--- src/rtl/enemy_pkg.sv ---
// Shared types and helpers for the patrolling-enemy sprite blocks.
package enemy_pkg;

    typedef enum logic [2:0] {
        ST_IDLE   = 3'd0,
        ST_PATROL = 3'd1,
        ST_ALERT  = 3'd2,
        ST_DYING  = 3'd3,
        ST_DEAD   = 3'd4
    } enemy_state_t;

    localparam logic FACE_LEFT  = 1'b0;
    localparam logic FACE_RIGHT = 1'b1;

    // Sprite ROM address: frames are stored back to back, rows of W pixels,
    // and a left-facing sprite reads each row mirrored.
    function automatic logic [31:0] sprite_addr(
        input logic [31:0] base,
        input logic [31:0] frame,
        input logic [31:0] w,
        input logic [31:0] h,
        input logic [31:0] row,
        input logic [31:0] col,
        input logic        face
    );
        logic [31:0] off;
        off = face ? col : (w - 32'd1 - col);
        return base + frame * w * h + row * w + off;
    endfunction

endpackage

--- src/rtl/enemy_patrol_if.sv ---
// Signal bundle between the scene logic (master) and one enemy instance (slave).
// Protocol: no valid/ready pairs here. spawn is a one-cycle pulse sampled on
// every Clk edge; hit, camo, char_pos, char_w and DrawX/DrawY are levels.
// The enemy drives its outputs continuously; state and pos_x are debug taps.
interface enemy_patrol_if #(parameter int ADDR_W = 16);
    import enemy_pkg::*;

    logic [9:0]        DrawX;
    logic [9:0]        DrawY;
    logic              spawn;
    logic [9:0]        char_pos;
    logic [9:0]        char_w;
    logic              hit;
    logic              camo;
    logic              is_enemy;
    logic [ADDR_W-1:0] enemy_addr;
    logic              enemy_alive;
    logic              detect;
    logic              facing;
    enemy_state_t      state;
    logic [9:0]        pos_x;

    modport master (
        output DrawX, DrawY, spawn, char_pos, char_w, hit, camo,
        input  is_enemy, enemy_addr, enemy_alive, detect, facing, state, pos_x
    );

    modport slave (
        input  DrawX, DrawY, spawn, char_pos, char_w, hit, camo,
        output is_enemy, enemy_addr, enemy_alive, detect, facing, state, pos_x
    );

endinterface

--- src/rtl/frame_tick_sync.sv ---
// Brings the asynchronous frame strobe into the Clk domain and turns each
// rising edge into a single-cycle tick, registered so it follows the edge
// by three Clk cycles.
module frame_tick_sync (
    input  logic Clk,
    input  logic Reset,
    input  logic frame_clk,
    output logic tick
);

    logic s1, s2, s3;

    // Two-flop synchroniser, one history flop, registered rising-edge pulse.
    always_ff @(posedge Clk) begin
        if (Reset) begin
            s1   <= 1'b0;
            s2   <= 1'b0;
            s3   <= 1'b0;
            tick <= 1'b0;
        end else begin
            s1   <= frame_clk;
            s2   <= s1;
            s3   <= s2;
            tick <= s2 & ~s3;
        end
    end

endmodule

--- src/rtl/enemy_patrol.sv ---
// One patrolling enemy: spawn, walk a horizontal segment, spot the player in
// a forward view cone, die through a blinking phase, and map the current
// pixel to a mirrored, animated sprite ROM address.
module enemy_patrol
    import enemy_pkg::*;
#(
    parameter logic [9:0]  X_MIN       = 10'd350,
    parameter logic [9:0]  X_MAX       = 10'd580,
    parameter logic [9:0]  X_START     = 10'd520,
    parameter logic [9:0]  Y_TOP       = 10'd358,
    parameter logic [9:0]  W           = 10'd60,
    parameter logic [9:0]  H           = 10'd54,
    parameter logic [9:0]  SPEED       = 10'd1,
    parameter logic [9:0]  VIEW_DIST   = 10'd200,
    parameter int          N_WALK      = 2,
    parameter int          ANIM_DIV    = 8,
    parameter int          DEATH_TICKS = 30,
    parameter logic [15:0] ROM_BASE    = 16'd34372,
    parameter int          ADDR_W      = 16
) (
    input  logic           Clk,
    input  logic           Reset,
    input  logic           frame_clk,
    enemy_patrol_if.slave  bus
);

    localparam logic [7:0] ANIM_LAST  = 8'(ANIM_DIV - 1);
    localparam logic [1:0] FRAME_LAST = 2'(N_WALK - 1);
    localparam logic [7:0] DEATH_LOAD = 8'(DEATH_TICKS - 1);

    enemy_state_t state, state_n;
    logic [9:0]   x, x_n, x_step;
    logic         facing, facing_n, facing_step;
    logic         detect, detect_n;
    logic [7:0]   anim_div, anim_n;
    logic [1:0]   walk_frame, frame_n;
    logic [7:0]   death_cnt, death_n;
    logic         tick;

    // Widened to 12 bits so sums such as char_pos+char_w+VIEW_DIST cannot wrap.
    logic [11:0] x12, xw12, cp12, cpe12, dx12, dy12;
    logic        seen, hit_now, visible, in_box;
    logic [9:0]  col, row;

    frame_tick_sync u_tick (
        .Clk       (Clk),
        .Reset     (Reset),
        .frame_clk (frame_clk),
        .tick      (tick)
    );

    assign x12   = {2'b00, x};
    assign xw12  = x12 + {2'b00, W};
    assign cp12  = {2'b00, bus.char_pos};
    assign cpe12 = cp12 + {2'b00, bus.char_w};
    assign dx12  = {2'b00, bus.DrawX};
    assign dy12  = {2'b00, bus.DrawY};

    // Tick decisions: view cone, body overlap and the bounded patrol step.
    always_comb begin
        x_step      = x;
        facing_step = facing;
        if (facing == FACE_RIGHT)
            seen = (cp12 >= xw12) && (cp12 <= xw12 + {2'b00, VIEW_DIST});
        else
            seen = (cpe12 <= x12) && (x12 <= cpe12 + {2'b00, VIEW_DIST});
        seen    = seen && !bus.camo;
        hit_now = bus.hit && (cp12 < xw12) && (x12 < cpe12);
        if (facing == FACE_RIGHT) begin
            if (x12 + {2'b00, SPEED} >= {2'b00, X_MAX}) begin
                x_step      = X_MAX;
                facing_step = FACE_LEFT;
            end else begin
                x_step = x + SPEED;
            end
        end else begin
            if (x12 <= {2'b00, X_MIN} + {2'b00, SPEED}) begin
                x_step      = X_MIN;
                facing_step = FACE_RIGHT;
            end else begin
                x_step = x - SPEED;
            end
        end
    end

    // Next-state logic: spawn wins over the tick; on a tick hit beats
    // detection beats movement, one transition at most.
    always_comb begin
        state_n  = state;
        x_n      = x;
        facing_n = facing;
        detect_n = detect;
        anim_n   = anim_div;
        frame_n  = walk_frame;
        death_n  = death_cnt;
        if (bus.spawn && (state == ST_IDLE || state == ST_DEAD)) begin
            state_n  = ST_PATROL;
            x_n      = X_START;
            facing_n = FACE_RIGHT;
            detect_n = 1'b0;
            anim_n   = '0;
            frame_n  = '0;
            death_n  = '0;
        end else if (tick) begin
            case (state)
                ST_PATROL: begin
                    if (hit_now) begin
                        state_n = ST_DYING;
                        death_n = DEATH_LOAD;
                    end else if (seen) begin
                        state_n  = ST_ALERT;
                        detect_n = 1'b1;
                    end else begin
                        x_n      = x_step;
                        facing_n = facing_step;
                        if (anim_div == ANIM_LAST) begin
                            anim_n  = '0;
                            frame_n = (walk_frame == FRAME_LAST) ? 2'd0 : walk_frame + 2'd1;
                        end else begin
                            anim_n = anim_div + 8'd1;
                        end
                    end
                end
                ST_ALERT: begin
                    if (hit_now) begin
                        state_n = ST_DYING;
                        death_n = DEATH_LOAD;
                    end else begin
                        facing_n = (bus.char_pos > x);
                    end
                end
                ST_DYING: begin
                    if (death_cnt == 8'd0) state_n = ST_DEAD;
                    else                   death_n = death_cnt - 8'd1;
                end
                default: ;
            endcase
        end
    end

    // State register.
    always_ff @(posedge Clk) begin
        if (Reset) begin
            state      <= ST_IDLE;
            x          <= X_START;
            facing     <= FACE_RIGHT;
            detect     <= 1'b0;
            anim_div   <= '0;
            walk_frame <= '0;
            death_cnt  <= '0;
        end else begin
            state      <= state_n;
            x          <= x_n;
            facing     <= facing_n;
            detect     <= detect_n;
            anim_div   <= anim_n;
            walk_frame <= frame_n;
            death_cnt  <= death_n;
        end
    end

    // Pixel coverage and ROM address, combinational from registered state.
    always_comb begin
        col     = bus.DrawX - x;
        row     = bus.DrawY - Y_TOP;
        visible = (state == ST_PATROL) || (state == ST_ALERT) ||
                  ((state == ST_DYING) && !death_cnt[2]);
        in_box  = (dx12 >= x12) && (dx12 < xw12) &&
                  (dy12 >= {2'b00, Y_TOP}) && (dy12 < {2'b00, Y_TOP} + {2'b00, H});
    end

    assign bus.is_enemy    = in_box && visible;
    assign bus.enemy_addr  = ADDR_W'(sprite_addr({16'd0, ROM_BASE}, {30'd0, walk_frame},
                                                 {22'd0, W}, {22'd0, H}, {22'd0, row},
                                                 {22'd0, col}, facing));
    assign bus.enemy_alive = (state == ST_PATROL) || (state == ST_ALERT);
    assign bus.detect      = detect;
    assign bus.facing      = facing;
    assign bus.state       = state;
    assign bus.pos_x       = x;

endmodule

--- src/flat_wrapper.sv ---
// flat-port wrapper written by rule: the top's interface ports become plain ports
module enemy_patrol_flat import enemy_pkg::*;
#(
    parameter logic [9:0]  X_MIN       = 10'd350,
    parameter logic [9:0]  X_MAX       = 10'd580,
    parameter logic [9:0]  X_START     = 10'd520,
    parameter logic [9:0]  Y_TOP       = 10'd358,
    parameter logic [9:0]  W           = 10'd60,
    parameter logic [9:0]  H           = 10'd54,
    parameter logic [9:0]  SPEED       = 10'd1,
    parameter logic [9:0]  VIEW_DIST   = 10'd200,
    parameter int          N_WALK      = 2,
    parameter int          ANIM_DIV    = 8,
    parameter int          DEATH_TICKS = 30,
    parameter logic [15:0] ROM_BASE    = 16'd34372,
    parameter int          ADDR_W      = 16
)
  (Clk, Reset, frame_clk, bus_DrawX, bus_DrawY, bus_spawn, bus_char_pos, bus_char_w, bus_hit, bus_camo, bus_is_enemy, bus_enemy_addr, bus_enemy_alive, bus_detect, bus_facing, bus_state, bus_pos_x);
  enemy_patrol_if #(.ADDR_W(ADDR_W)) bus_i ();
  input  logic Clk;
  input  logic Reset;
  input  logic frame_clk;
  input wire logic [$bits(bus_i.DrawX)-1:0] bus_DrawX;
  input wire logic [$bits(bus_i.DrawY)-1:0] bus_DrawY;
  input wire logic [$bits(bus_i.spawn)-1:0] bus_spawn;
  input wire logic [$bits(bus_i.char_pos)-1:0] bus_char_pos;
  input wire logic [$bits(bus_i.char_w)-1:0] bus_char_w;
  input wire logic [$bits(bus_i.hit)-1:0] bus_hit;
  input wire logic [$bits(bus_i.camo)-1:0] bus_camo;
  output wire logic [$bits(bus_i.is_enemy)-1:0] bus_is_enemy;
  output wire logic [$bits(bus_i.enemy_addr)-1:0] bus_enemy_addr;
  output wire logic [$bits(bus_i.enemy_alive)-1:0] bus_enemy_alive;
  output wire logic [$bits(bus_i.detect)-1:0] bus_detect;
  output wire logic [$bits(bus_i.facing)-1:0] bus_facing;
  output wire logic [$bits(bus_i.state)-1:0] bus_state;
  output wire logic [$bits(bus_i.pos_x)-1:0] bus_pos_x;
  assign bus_i.DrawX = bus_DrawX;
  assign bus_i.DrawY = bus_DrawY;
  assign bus_i.spawn = bus_spawn;
  assign bus_i.char_pos = bus_char_pos;
  assign bus_i.char_w = bus_char_w;
  assign bus_i.hit = bus_hit;
  assign bus_i.camo = bus_camo;
  assign bus_is_enemy = bus_i.is_enemy;
  assign bus_enemy_addr = bus_i.enemy_addr;
  assign bus_enemy_alive = bus_i.enemy_alive;
  assign bus_detect = bus_i.detect;
  assign bus_facing = bus_i.facing;
  assign bus_state = bus_i.state;
  assign bus_pos_x = bus_i.pos_x;
  enemy_patrol #(.X_MIN(X_MIN), .X_MAX(X_MAX), .X_START(X_START), .Y_TOP(Y_TOP), .W(W), .H(H), .SPEED(SPEED), .VIEW_DIST(VIEW_DIST), .N_WALK(N_WALK), .ANIM_DIV(ANIM_DIV), .DEATH_TICKS(DEATH_TICKS), .ROM_BASE(ROM_BASE), .ADDR_W(ADDR_W)) u_core (.Clk(Clk), .Reset(Reset), .frame_clk(frame_clk), .bus(bus_i));
endmodule
--- config.mk ---
export PLATFORM = sky130hd
export DESIGN_NAME = enemy_patrol_flat
export DESIGN_NICKNAME = d
export VERILOG_FILES = /design/src/rtl/enemy_pkg.sv /design/src/rtl/enemy_patrol_if.sv /design/src/rtl/frame_tick_sync.sv /design/src/rtl/enemy_patrol.sv /design/src/flat_wrapper.sv
export SDC_FILE = /design/constraint.sdc
export NUM_CORES = 1
export LEC_CHECK = 0
export ABC_AREA = 0
export BUFFER_PORTS_ARGS = -buffer_cell sky130_fd_sc_hd__buf_2
export CAP_MARGIN = 30
export CORE_MARGIN = 10
export CORE_UTILIZATION = 62
export DETAILED_ROUTE_END_ITERATION = 8
export GPL_TIMING_DRIVEN = 0
export PLACE_DENSITY_LB_ADDON = 0.1
export SKIP_LAST_GASP = 1
export SLEW_MARGIN = 20
export SYNTH_ARGS = -nofsm -noshare
export SYNTH_HDL_FRONTEND = slang
export SYNTH_SLANG_ARGS = --single-unit
--- constraint.sdc ---
create_clock -name Clk -period 12.6 [get_ports Clk]
set_clock_uncertainty 0.1 [all_clocks]
set_input_delay 3.15 -clock Clk [delete_from_list [all_inputs] [get_ports Clk]]
set_output_delay 3.15 -clock Clk [all_outputs]
set_load 0.02 [all_outputs]
After elaboration in Yosys (flattened, before gate mapping)
Index checks and enable logic that the tools add are counted.
Storage, ports and cells
  register bits after elaboration: 37
  input bits: 46
  output and inout port bits: 33
Cells by class
  add/subtract/negate cells: 16
  $mul: 3
  magnitude comparators: 13
  eq/ne operators: 17
  mux-type cells: 24
  bitwise gates (word level): 4
  reductions and logical operators: 32
Operators by type and width (number)
  < comparator 10 x 12 -> 1 bit: 3
  adder 16 bit: 2
  2-to-1 mux 10 bit: 3
  adder 12 x 8 -> 12 bit (second input constant): 2
  <= comparator 10 x 12 -> 1 bit: 2
  2-to-1 mux 8 bit: 3
  AND reduction 5 bit: 4
  adder 16 x 14 -> 16 bit (first input constant): 1
  2-to-1 mux 16 bit: 1
  one-hot mux 8 bit (2 select lines): 1
  multiplier 10 x 4 -> 14 bit (second input constant): 1
  >= comparator 10 x 12 -> 1 bit: 1
  >= comparator 12 x 10 -> 1 bit (second input constant): 1
  <= comparator 12 x 10 -> 1 bit: 1
  2-to-1 mux 3 bit: 4
  AND reduction 4 bit: 3
  adder 10 x 1 -> 11 bit (second input constant): 1
  adder 10 x 10 -> 11 bit: 1
  adder 10 x 6 -> 11 bit (second input constant): 1
  logical AND 1 bit: 11
  multiplier 6 x 5 -> 11 bit (second input constant): 1
  subtractor 6 x 10 -> 11 bit (first input constant): 1
  adder 10 x 1 -> 10 bit (second input constant): 1
  >= comparator 10 bit: 1
  34 further kinds: 58

Longest topological paths before layout
Gate-level depths: netlist (run 1).
  depth in word-level cells: 11
  depth in mapped cells: 24
  gate-level depth less buffers: 24

Cells and area by module
From an unflattened synthesis (run 1), not the netlist that was laid out.
Second synthesis, totals
  cell total of the unflattened synthesis: 905
  area, all modules: 7138.1 µm²
By module, submodules not included
  enemy_patrol: times used 1, cells each 897, area each 7026.7 µm², sequential area each 660.6 µm²
  frame_tick_sync: times used 1, cells each 8, area each 111.4 µm², sequential area each 80.1 µm²

Worst setup path after synthesis (run 1)
No wires, ideal clock.
  kind: input to output
  start: input bus_DrawY[1]
  end: output bus_enemy_addr[15]
  arrival time: 7.950 ns
  data required time: 9.350 ns
  slack: 1.400 ns
  stages on the path: 21
  cell sequence: ha_1 xnor2_1 ha_1 xnor2_1 fa_1 inv_1 ha_1 o21ai_0 a21oi_1 o21ai_0 nand2b_1 a21o_1 a21o_1 xnor2_1 fa_1 inv_1 ha_1 ha_1 o21a_1 o41a_1 xnor2_1
Between the ends
  longest elaborated chain between the ends: 4
Ends and longest elaborated chain
  start: declaration: RTL line flat_wrapper.sv:24  | input wire logic [$bits(bus_i.DrawY)-1:0] bus_DrawY;
  subtractor 10 x 9 -> 10 bit: RTL line enemy_patrol.sv:165  | row = bus.DrawY - Y_TOP;
  multiplier 10 x 4 -> 14 bit: RTL line enemy_pkg.sv:28  | return base + frame * w * h + row * w + off;
  adder 16 bit (2 in a row): RTL line enemy_pkg.sv:28
  end: declaration: RTL line flat_wrapper.sv:31  | output wire logic [$bits(bus_i.enemy_addr)-1:0] bus_enemy_addr;
Every way passes these cells.

Worst setup path in the final report (run 1)
Same ends and word-level chain as after synthesis.

==> results.ini, run 1 <==
[run_status]
status=complete, no violations

[routing]
wl_mm=18.9
drc=0
initialDrtViolationCount=489
drtPass1Iterations=5
vias_per_cell=6.06
wl_per_cell_um=16.4
vias=6991
antenna_left=0

[die]
core-area_mm2=0.0115
dieArea_mm2=0.0165
num_rows=39
start_util_pct=63.5
io_pins=79
dieWidth_um=128
die_height_um=128

[placed_design]
dp_hpwl_mm=15.7
io_buffers=78
place.gp.congestion=0.979
placed_cells_incl_taps=1146

[timing]
finalSetupTns_ps=0
max_freq_mhz=85.9
hold_viol_final=0
worst_slew_pin_slew_ps=971
period_minus_slack_ps=11650
timing.final.crit_share_pct=92.4
slew_violations=0
hold_slack_ps=282
max_slew_margin_pct=35.3
setup_viol=0
rsz0062_at_grt=false

[clock_tree]
hold_buffers=0
numCtsBuffers=5
cts.clk_slew.worst_paths_ps=60
cts.sinks=37
post_cts_resized=0
cts_tree=built
h-tree-depth=2
post_cts_buffers=0
clk-insertion-delay-late_ps=280
clock_path_buffers=2
root_buffer=clkbuf_16

[global_routing]
grt_max_degree=13
grtUsageTotal_pct=22.6
grt_overflow_total=0
grt_pass1_wl_mm=31.8
grt_pass1_vias=6810
antenna_found_initial=0

[critical_path]
r2r-start=u_core.bus.pos_x[3]
worstPathMaxFanout=5
end_kind=output pin
crit_required_ps=9350
critical_path_arrival_ps=8400
cp-start-kind=primary input
crit_start=bus_DrawY[1]
critPathKind=in -> out

[synth]
synth-main-ff-cell=dfxtp_1
yosys_warnings=0
synth_area_leaders=ha_1, dfxtp_1, xnor2_1
ys_seq_elements=37
netlist_instances=925
synthArstFlopShare_pct=0
synth_edf_count=0
synth_top_area_share_pct=23.2
ys_seq_area_share_pct=10.2
synth_area_leader_cell=ha_1
syn_nets=1129
synth_area_mm2=0.00728
yosysUniqueCellTypes=81
synth_area_per_cell_um2=7.87

[layout]
stdcell_count=1154
fill_cells=1031
ff_latch_area_um2=741
nets=1214
multi_input_area_mm2=0.00605
drive_gt1_share_pct=12.1
antenna_cells=0
syn2layout_area_growth_pct=10.4

[run]
maxCapViolCount=0

[power]
power.density_mw_per_mm2=189
ir_drop_mv=0.584
p_leak_uw=0.00367

[worst_hold_path]
hold_path.class=reg -> reg
hp-start=u_core.u_tick.s3

placed cells by master, fill, tap and decap left out, drive strengths merged, types with 30 or more instances in the layout:
cell and n:
a21oi 68, xor2 30, dfxtp 37, o21ai 42
buf 86, ha 135, inv 97, nand2 58
nor2 67, xnor2 63
worst paths after layout:
kind	end	slack, ps	depth (start not counted)
worst max register to register	u_core.death_cnt[4]	7340	16
worst max-delay path	bus_enemy_addr[15]	950	23
worst min register to register	u_core.u_tick.tick	280	1
worst min-delay path	u_core.u_tick.tick	280	1
through the flow:
| stage | utilization, % | worst slack (ps) | instance area [um^2] | total power [uW] |
|---|---|---|---|---|
| after floorplan | - | 1400 | 7280 | 1070 |
| final | 70.1 | 952 | 8040 | 1520 |
| after global routing | 70.1 | 569 | 8040 | 1690 |
| after detailed placement | 68.4 | 919 | 7850 | 1370 |
| after global placement | 68.4 | 1020 | 7850 | 1340 |
| after CTS | 70.1 | 933 | 8040 | 1540 |
Yosys cell counts, types with 4 or more instances:
| library cell | number |
|---|---|
| a211o_1 | 4 |
| a211oi_1 | 11 |
| a21o_1 | 9 |
| a21oi_1 | 67 |
| a22oi_1 | 4 |
| a31oi_1 | 9 |
| and2_1 | 6 |
| and3_1 | 5 |
| and4_1 | 5 |
| buf_6 | 4 |
| clkbuf_1 | 14 |
| dfxtp_1 | 37 |
| fa_1 | 23 |
| ha_1 | 135 |
| inv_1 | 97 |
| mux2i_1 | 8 |
| nand2_1 | 57 |
| nand2b_1 | 17 |
| nand3_1 | 24 |
| nand4_1 | 10 |
| nor2_1 | 67 |
| nor2b_1 | 16 |
| nor3_1 | 28 |
| nor4_1 | 9 |
| o211ai_1 | 9 |
| o21a_1 | 14 |
| o21ai_0 | 36 |
| o21ai_1 | 5 |
| o21bai_1 | 6 |
| o311ai_0 | 6 |
| or2_2 | 4 |
| or3_1 | 8 |
| xnor2_1 | 63 |
| xor2_1 | 30 |
final cells by class:
type / instances / share of cell area [%]
plain buffers: 23 / 1.54
clock buffers: 5 / 1.56
clock inverters: 3 / 0.809
inverters: 98 / 4.58
multi-input cells: 767 / 75.2
flip-flops and latches: 37 / 9.22
well taps: 143 / 2.23
repair buffers: 78 / 4.86
critical path, cell delays in order:
cell      delay (ps)
buf_2            140
ha_1             240
xnor2_1          430
ha_1             350
xnor2_1          170
fa_1             520
inv_1             40
ha_1             320
o21ai_0          130
a21oi_1          120
nand2b_1         170
fa_1             500
inv_1             50
ha_1             290
ha_1             230
nor4_1           300
nor3_1           100
a21oi_1          230
nor2b_1           70
o21a_1           180
o41a_1           330
xnor2_1          150
buf_2            180
flip-flops by register name, summed over array words and instances (netlist names):
register / count
u_core.death_cnt: 8
u_core.u_tick.tick: 1
u_core.bus.detect: 1
u_core.bus.pos_x: 10
u_core.u_tick.s3: 1
u_core.walk_frame: 2
u_core.bus.facing: 1
u_core.u_tick.s1: 1
u_core.anim_div: 8
u_core.bus.state: 3
u_core.u_tick.s2: 1
logic make-up (layout without fill, tap and decap cells):
logic type	count (synthesis)	after routing	share of synthesized area, %
flip-flops	37	37	10.2
AND/OR/NAND/NOR	275	275	19.5
buffers and inverters	121	207	6.76
AO/OA/AOI/OAI	231	231	21.5
adder cells (fa/ha/maj)	159	159	29.7
XOR/XNOR	93	93	11.2
multiplexers	9	9	1.25
where the power goes:
group	switching [uW]	leakage (uW)	internal, uW	total [uW]
clock	49.3	0.0000938	113	162
sequential	0.694	0.000299	118	119
combinational	722	0.00328	516	1240
routing by layer:
| metal | GRT usage, % | vias up | wire length [um] |
|---|---|---|---|
| met3 | 3.61 | 34 | 1350 |
| met2 | 38.9 | 226 | 8910 |
| met4 | 3.77 | 0 | 244 |
| met1 | 29.2 | 3238 | 8380 |
| li1 | - | 3493 | - |
| met5 | 0 | - | 0 |
No activity file was read; power rests on OpenSTA's default activity.
==> run 2: changes to the inputs <==
Settings changed: GPL_TIMING_DRIVEN 0 to 1.
Clock period 12.6 ns to 13.3 ns, I/O delays scaled along.
==> run 2 against run 1 <==
  * Combinational power is 6% lower
  * Register-to-register slack better by 630 ps
  * Global-route usage is 0.89 points lower
  * Setup slack better by 440 ps
  * Non-clock buffer count is 18 lower
  * Sequential power is 5% lower
  * Count of clock-buffer cells in the layout stayed put
  * Sequential cell count stayed put
  * Cell count is 1.6% lower
  * Critical path type unchanged
  * Cell area is 1.6% lower
==> results.ini, run 2 (same netlist as run 1, synthesis figures left out) <==
[timing]
max_freq_mhz=84.0
slew_violations=0
timing.final.crit_share_pct=89.5
worst_slew_pin_slew_ps=1000
rsz0062_at_grt=false
setup_viol=0
finalSetupTns_ps=0
hold_viol_final=0
max_slew_margin_pct=33.2
period_minus_slack_ps=11910
hold_slack_ps=307

[worst_hold_path]
hp-start=u_core.u_tick.s3
hold_path.class=reg -> reg

[global_routing]
antenna_found_initial=0
grt_max_degree=30
grt_pass1_vias=6730
grtUsageTotal_pct=21.7
grt_pass1_wl_mm=30.7
grt_overflow_total=0

[routing]
wl_mm=18.4
vias=6899
drtPass1Iterations=5
wl_per_cell_um=16.2
vias_per_cell=6.07
initialDrtViolationCount=568
antenna_left=0
drc=0

[critical_path]
critPathKind=in -> out
worstPathMaxFanout=5
critical_path_arrival_ps=8480
r2r-start=u_core.bus.pos_x[3]
end_kind=output pin
crit_required_ps=9880
crit_start=bus_DrawY[1]
cp-start-kind=primary input

[layout]
fin_util_pct=69.0
drive_gt1_share_pct=12.0
final_cell_mix=ha_1, inv_1, buf_2, nor2_1, a21oi_1
largest_reg_flops=10
nets=1196
antenna_cells=0
syn2layout_area_growth_pct=8.70
stdcell_count=1136
layout_commonest_cell=ha_1

[die]
core-area_mm2=0.0115
die_height_um=128
dieWidth_um=128
dieArea_mm2=0.0165
num_rows=39
io_pins=79
start_util_pct=63.5

[clock_tree]
cts.sinks=37
clk-insertion-delay-late_ps=280
clock_path_buffers=2
post_cts_resized=0
post_cts_buffers=0
h-tree-depth=2
numCtsBuffers=5
cts.clk_slew.worst_paths_ps=60
cts_tree=built
root_buffer=clkbuf_16
hold_buffers=0

[placed_design]
dp_hpwl_mm=14.9
placed_cells_incl_taps=1127
io_buffers=78
place.gp.congestion=0.921

[power]
p_leak_uw=0.00361
power.density_mw_per_mm2=176
ir_drop_mv=0.782
total_power_uw=1390

[run]
maxCapViolCount=0

[run_status]
status=complete, no violations

## run 2: changes by cell type in the layout (fill, tap and decap cells not counted), sizes merged
cell	change
bufinv	-2
buf	-3
clkinvlp	+1
clkbuf	-15
inv	+1
## run 2: power breakdown
part	leakage, uW	switching, uW	internal, uW
clock	0.0000702	47.6	69.7
sequential	0.000299	1.35	112
combinational	0.00324	677	485
total	0.00361	726	667
## run 2: path summary, 6_finish.rpt
check	cells past startpoint	slack, ps	endpoint
setup reg to reg	17	7970	u_core.anim_div[7]
hold / removal	1	310	u_core.u_tick.tick
setup / recovery	22	1390	bus_enemy_addr[15]
hold reg to reg	1	310	u_core.u_tick.tick
## run 2: per-layer routing
layer / track usage (%) / part of all wire [%] / vias to the layer above
li1: - / - / 3454
met1: 28.2 / 45 / 3162
met2: 36.4 / 46 / 246
met3: 3.78 / 7.3 / 37
met4: 5.10 / 1.8 / 0
met5: 0 / 0 / -
## run 2: per-stage QoR
step                worst slack, ps  area (um^2)
finish                         1390         7910
global route                   1030         7910
CTS                            1360         7900
detailed placement             1380         7750
global placement               1460         7750
floorplan                      1750         7280
## run 2: area by class of cell
cell class                 count  area [um^2]
timing repair buffer          83          432
clock buffer                   5          125
tap                          143          179
sequential                    37          741
clock inverter                 3         21.3
multi-input combinational    767         6050
inverter                      98          368
fill                        1021         3560
## run 2: worst max-delay path, cell delays in order
cell	delay, ps
buf_2	130
a21oi_1	210
xor2_1	420
ha_1	350
xnor2_1	160
fa_1	540
inv_1	50
ha_1	310
or2_2	280
a21oi_1	190
a21oi_1	60
a21oi_1	190
xor2_1	220
fa_1	440
inv_1	70
ha_1	230
ha_1	340
nor2b_1	140
o21a_1	190
o41a_1	320
xnor2_1	140
buf_2	180
